==> config.mk <==
export PLATFORM = sky130hd
export DESIGN_NAME = digit_sequencer
export DESIGN_NICKNAME = d
export VERILOG_FILES = /design/src/rtl/digit_sequencer.sv
export SDC_FILE = /design/constraint.sdc
export NUM_CORES = 1
export LEC_CHECK = 0
export ABC_AREA = 1
export BUFFER_PORTS_ARGS = -buffer_cell sky130_fd_sc_hd__buf_2
export CAP_MARGIN = 20
export CORE_MARGIN = 2
export CORE_UTILIZATION = 60
export CTS_CLUSTER_DIAMETER = 100
export CTS_CLUSTER_SIZE = 12
export DETAILED_ROUTE_END_ITERATION = 7
export GPL_TIMING_DRIVEN = 0
export PLACE_DENSITY = 0.77
export SLEW_MARGIN = 0
export SYNTH_ARGS = -nofsm -noshare
export SYNTH_HDL_FRONTEND = slang
export SYNTH_SLANG_ARGS = --single-unit
==> constraint.sdc <==
create_clock -name clk -period 2.2 [get_ports clk]
set_input_delay 0.11 -clock clk [delete_from_list [all_inputs] [get_ports clk]]
set_output_delay 0.11 -clock clk [all_outputs]
set_load 0.03 [all_outputs]
==> src/rtl/digit_sequencer.sv <==
// BCD digit source for the matrix driver: debounced inc/dec/mode buttons, MANUAL/AUTO FSM, blink.
// Latency: press pulse 2+DEBOUNCE_CYCLES cycles after a clean edge, digit one cycle later; no backpressure.
module digit_sequencer #(
  parameter int DEBOUNCE_CYCLES = 20,
  parameter int AUTO_PERIOD     = 1000,
  parameter int BLINK_HALF      = 250
) (
  input  logic       clk,
  input  logic       rst,
  input  logic       btn_inc,
  input  logic       btn_dec,
  input  logic       btn_mode,
  input  logic       display_en,
  output logic [3:0] digit,
  output logic       display_active,
  output logic       auto_mode,
  output logic       wrap
);

  localparam int DW = $clog2(DEBOUNCE_CYCLES + 1);
  localparam int PW = $clog2(AUTO_PERIOD);
  localparam int BW = $clog2(BLINK_HALF + 1);
  localparam logic [DW-1:0] DB_LAST    = DW'(DEBOUNCE_CYCLES - 1);
  localparam logic [PW-1:0] PRE_LAST   = PW'(AUTO_PERIOD - 1);
  localparam logic [BW-1:0] BLINK_LAST = BW'(BLINK_HALF - 1);

  typedef enum logic {MANUAL = 1'b0, AUTO = 1'b1} state_t;

  // Button lanes: bit 0 = inc, bit 1 = dec, bit 2 = mode
  logic [2:0]    btn_raw, sync1, sync2, level, press;
  logic [DW-1:0] db_cnt [3];

  assign btn_raw = {btn_mode, btn_dec, btn_inc};

  always_ff @(posedge clk or posedge rst) begin
    if (rst) begin
      sync1 <= '0;
      sync2 <= '0;
      level <= '0;
      press <= '0;
      for (int i = 0; i < 3; i++) db_cnt[i] <= '0;
    end else begin
      sync1 <= btn_raw;
      sync2 <= sync1;
      for (int i = 0; i < 3; i++) begin
        press[i] <= 1'b0;
        if (sync2[i] == level[i]) begin
          db_cnt[i] <= '0;
        end else if (db_cnt[i] == DB_LAST) begin
          // Accept the new level; only a rising acceptance counts as a press
          db_cnt[i] <= '0;
          level[i]  <= ~level[i];
          press[i]  <= ~level[i];
        end else begin
          db_cnt[i] <= db_cnt[i] + 1'b1;
        end
      end
    end
  end

  logic inc_p, dec_p, mode_p;
  assign inc_p  = press[0];
  assign dec_p  = press[1];
  assign mode_p = press[2];

  state_t        state, state_nxt;
  logic [3:0]    digit_nxt;
  logic          wrap_nxt, dir_up, dir_nxt, blink_phase, phase_nxt;
  logic          step_up, step_dn;
  logic [PW-1:0] prescaler, pre_nxt;
  logic [BW-1:0] blink_cnt, blink_nxt;

  assign auto_mode = (state == AUTO);

  always_ff @(posedge clk or posedge rst) begin
    if (rst) begin
      state          <= MANUAL;
      digit          <= 4'd0;
      wrap           <= 1'b0;
      dir_up         <= 1'b1;
      prescaler      <= '0;
      blink_cnt      <= '0;
      blink_phase    <= 1'b1;
      display_active <= 1'b1;
    end else begin
      state          <= state_nxt;
      digit          <= digit_nxt;
      wrap           <= wrap_nxt;
      dir_up         <= dir_nxt;
      prescaler      <= pre_nxt;
      blink_cnt      <= blink_nxt;
      blink_phase    <= phase_nxt;
      display_active <= display_en & (auto_mode | blink_phase);
    end
  end

  always_comb begin
    state_nxt = state;
    digit_nxt = digit;
    wrap_nxt  = 1'b0;
    dir_nxt   = dir_up;
    pre_nxt   = prescaler;
    blink_nxt = blink_cnt;
    phase_nxt = blink_phase;
    step_up   = 1'b0;
    step_dn   = 1'b0;

    case (state)
      MANUAL: begin
        if (blink_cnt == BLINK_LAST) begin
          blink_nxt = '0;
          phase_nxt = ~blink_phase;
        end else begin
          blink_nxt = blink_cnt + 1'b1;
        end
        // An edit restarts the blink so the new digit shows at once
        if (inc_p || dec_p) begin
          blink_nxt = '0;
          phase_nxt = 1'b1;
        end
        step_up = inc_p & ~dec_p;
        step_dn = dec_p & ~inc_p;
        if (mode_p) begin
          state_nxt = AUTO;
          pre_nxt   = '0;
        end
      end
      AUTO: begin
        if (inc_p && !dec_p) dir_nxt = 1'b1;
        if (dec_p && !inc_p) dir_nxt = 1'b0;
        if (prescaler == PRE_LAST) begin
          pre_nxt = '0;
          step_up = dir_up;
          step_dn = ~dir_up;
        end else begin
          pre_nxt = prescaler + 1'b1;
        end
        if (mode_p) begin
          state_nxt = MANUAL;
          blink_nxt = '0;
          phase_nxt = 1'b1;
        end
      end
      default: state_nxt = MANUAL;
    endcase

    if (step_up) begin
      if (digit >= 4'd9) begin
        digit_nxt = 4'd0;
        wrap_nxt  = 1'b1;
      end else begin
        digit_nxt = digit + 4'd1;
      end
    end else if (step_dn) begin
      if (digit == 4'd0 || digit > 4'd9) begin
        digit_nxt = 4'd9;
        wrap_nxt  = 1'b1;
      end else begin
        digit_nxt = digit - 4'd1;
      end
    end
  end

endmodule

==> results.py <==
metrics = {
    "worst_setup_path": {
        "cp_slowest_cell": "dfrtp_2",
        "crit_fanout": 9,
        "required_ns": 2.40,
        "crit_chain": "inv_2, ha_1, inv_1, nand2_1, nor2_1, nand4_1, o21ai_0, a21oi_1",
        "cp_data_arrival_time_ns": 2.04,
        "critical_path.max_stage_delay_ns": 0.47,
        "cpLargestDelayFamily": "simple AND/OR/NAND/NOR gates",
        "end_kind": "flip-flop",
        "cp_num_buf_inv": 2,
        "crit_path_start_kind": "flip-flop",
        "criticalPathCategory": "reg -> reg",
    },
    "final_layout": {
        "final_common_cell": "nand2_1",
        "nets": 348,
        "fillerInstances": 367,
        "drive_gt1_frac": 0.101,
        "fin_area_sq_mm": 0.00293,
        "syn2layout_area_growth_pct": 10.9,
        "final_cell_mix": "nand2_1 (58), nor2_1 (53), dfrtp_1 (50), inv_1 (32), nand3_1 (27)",
        "n_antenna_cell": 0,
        "register_area_sq_mm": 0.00136,
        "multi_input_area_sq_mm": 0.00115,
    },
    "route": {
        "via_per_inst": 5.00,
        "drtIter0Drc": 70,
        "m1WireLength_um": 1870,
        "drc": 0,
        "wl_met2_um": 1980,
        "via_count": 1899,
        "top_layer": "met4",
        "drt-total-wl_um": 4030,
        "ant_nets": 0,
        "route.met3.wl_um": 116,
        "wl_per_cell_um": 10.6,
        "dr.pass1.iters": 4,
    },
    "synthesis": {
        "synth_top_family_by_area": "simple AND/OR/NAND/NOR gates",
        "yosysWarnings": 0,
        "syn_avg_cell_area_sq_um": 8.74,
        "synth_area_leaders": "dfrtp_1 (48%), nand2_1 (8.2%), nor2_1 (7.5%), ha_1 (7.1%), xor2_1 (5.6%)",
        "ys_seq_elements": 54,
        "postSynthNetCount": 323,
        "synth_compound_area_frac": 0.0512,
        "yosys_most_used_dff": "dfrtp_1",
        "yosysSeqAreaShare": 0.513,
        "synth_cell_type_count": 25,
        "synth_edf_count": 0,
        "synth-xor-area-share": 0.0697,
        "synthArstFlopShare": 1.00,
        "syn-cell-area_sq_mm": 0.00264,
        "synth_top_area_cell": "dfrtp_1",
        "synth_mux_area_frac": 0,
        "yosys.area_share.adder": 0.0711,
        "synth_top_area_share": 0.483,
        "syn_inst": 302,
        "synthSimpleGateAreaFrac": 0.243,
    },
    "status": {
        "status": "finished clean",
    },
    "min_path": {
        "hold_path_class": "in -> async",
    },
    "sta": {
        "slew_violations": 0,
        "whs_ns": 0.277,
        "fmax_mhz": 543,
        "rsz0062_at_grt": "false",
        "final_hold_viol_count": 0,
        "finalSetupViolCount": 0,
        "fin_crit_ns": 1.84,
        "fin_tns_setup_ns": 0,
        "worst_pin_slew_ns": 0.533,
        "fin_skew_ns": 0.00994,
        "slew_headroom": 0.643,
        "final.period_utilization": 0.836,
    },
    "global_routing": {
        "gr-usage-all-layers": 0.190,
        "grt_max_degree": 43,
        "antenna_found_initial": 0,
        "grt_pass1_wl_um": 7590,
        "grt_pass1_vias": 1927,
        "overflow": 0,
    },
    "die": {
        "dieArea_sq_mm": 0.00495,
        "io_pins": 13,
        "die_w_um": 70.3,
        "die_h_um": 70.3,
        "start_util": 0.615,
        "row_count": 24,
        "coreArea_sq_mm": 0.00429,
    },
    "power_and_ir_drop": {
        "leakage_nw": 1.48,
        "irDropWorstVdd_v": 0.000448,
        "power.density_mw_per_mm2": 597,
    },
    "clock_tree": {
        "cts_tree": "yes",
        "cts.sinks": 54,
        "clk_pin_slew_ns": 0.10,
        "htree_levels": 2,
        "cts_buffers": 5,
        "cts_max_path_buffers": 2,
        "clkLatencyLatePin_ns": 0.31,
        "cts-root-buf": "clkbuf_8",
    },
    "placed_design": {
        "gp_routability_congestion": 0.804,
        "io_buffers": 12,
        "placed_cell_area_sq_mm": 0.00279,
        "post-dp-hpwl_um": 3030,
    },
    "run": {
        "cap_violations": 0,
    },
}
[registers in the layout, indices dropped and copies added, names as in the netlist]
name and cells:
auto_mode 1, blink_cnt 8, dir_up 1, sync1 3, digit 4, display_active 1
level 3, prescaler 10, wrap 1, press 3, db_cnt 15, blink_phase 1
sync2 3
[kinds of logic (layout without fill, tap and decap cells)]
group | Yosys count | count (layout)
AO/OA/AOI/OAI | 22 | 22
XOR/XNOR | 21 | 21
adder cells (fa/ha/maj) | 15 | 15
buffers and inverters | 36 | 62
flip-flops | 54 | 54
AND/OR/NAND/NOR | 154 | 154
[layout make-up]
| type | instances | area share |
|---|---|---|
| inverters | 35 | 0.0449 |
| multi-input cells | 212 | 0.392 |
| plain buffers | 1 | 0.00171 |
| well taps | 52 | 0.0222 |
| clock inverters | 2 | 0.00599 |
| clock buffers | 6 | 0.0248 |
| flip-flops and latches | 54 | 0.463 |
| repair buffers | 18 | 0.0445 |
[stage by stage]
step           power [W]  utilization  worst slack, ns  instances
6_report         0.00175        0.682            0.360        380
5_1_grt          0.00183        0.682           0.0312        380
4_1_cts          0.00177        0.681            0.269        380
3_5_place_dp     0.00122        0.649            0.294        367
3_3_place_gp     0.00121        0.644            0.165        366
2_1_floorplan    0.00118            -            0.361        302
[power by group]
group	internal, W	switching [W]
clock	0.000231	0.000312
combinational	0.0000550	0.0000786
sequential	0.00104	0.0000317
[metal layers]
metal	track usage	up-vias
met5	0	-
met4	0.0726	0
met3	0.0447	5
met2	0.327	22
met1	0.232	866
li1	-	1006
[worst reg2reg max path: cells and delay by family, from the launching register on]
family | cells | cell delay [ns]
AND/OR/NAND/NOR | 3 | 0.50
flip-flops | 1 | 0.47
buffers and inverters | 2 | 0.27
adder cells (fa/ha/maj) | 1 | 0.26
AO/OA/AOI/OAI | 2 | 0.22
[Yosys cell counts (2+ instances only)]
cell,count
nor2_1,53
dfstp_2,3
inv_1,33
nand4_1,2
ha_1,15
xnor2_1,4
dfrtp_1,51
nor3_1,9
a21oi_1,6
inv_2,2
nand3_1,27
a31oi_1,3
nand2_1,58
nand2_2,3
xor2_1,17
o21a_1,2
o21bai_1,2
o21ai_0,5
[path summary, 6_finish.rpt]
check,cells after the start,start,end,slack [ns]
hold / removal,3,rst,db_cnt[11],0.28
hold reg to reg,0,sync1[2],sync2[2],0.35
setup reg to reg,8,auto_mode,prescaler[9],0.36
min in group clk,0,sync1[2],sync2[2],0.35
setup / recovery,8,auto_mode,prescaler[9],0.36
max in group asynchronous,4,rst,dir_up,1.37
[repair_timing]
item | CTS | global route
hold buffers | 5 | 0
gates resized for setup | 0 | 1
buffers inserted | 0 | 0
hold endpoints to repair | 16 | 0
endpoints found under the setup margin | 0 | 1
No activity file was read; power rests on OpenSTA's default activity.
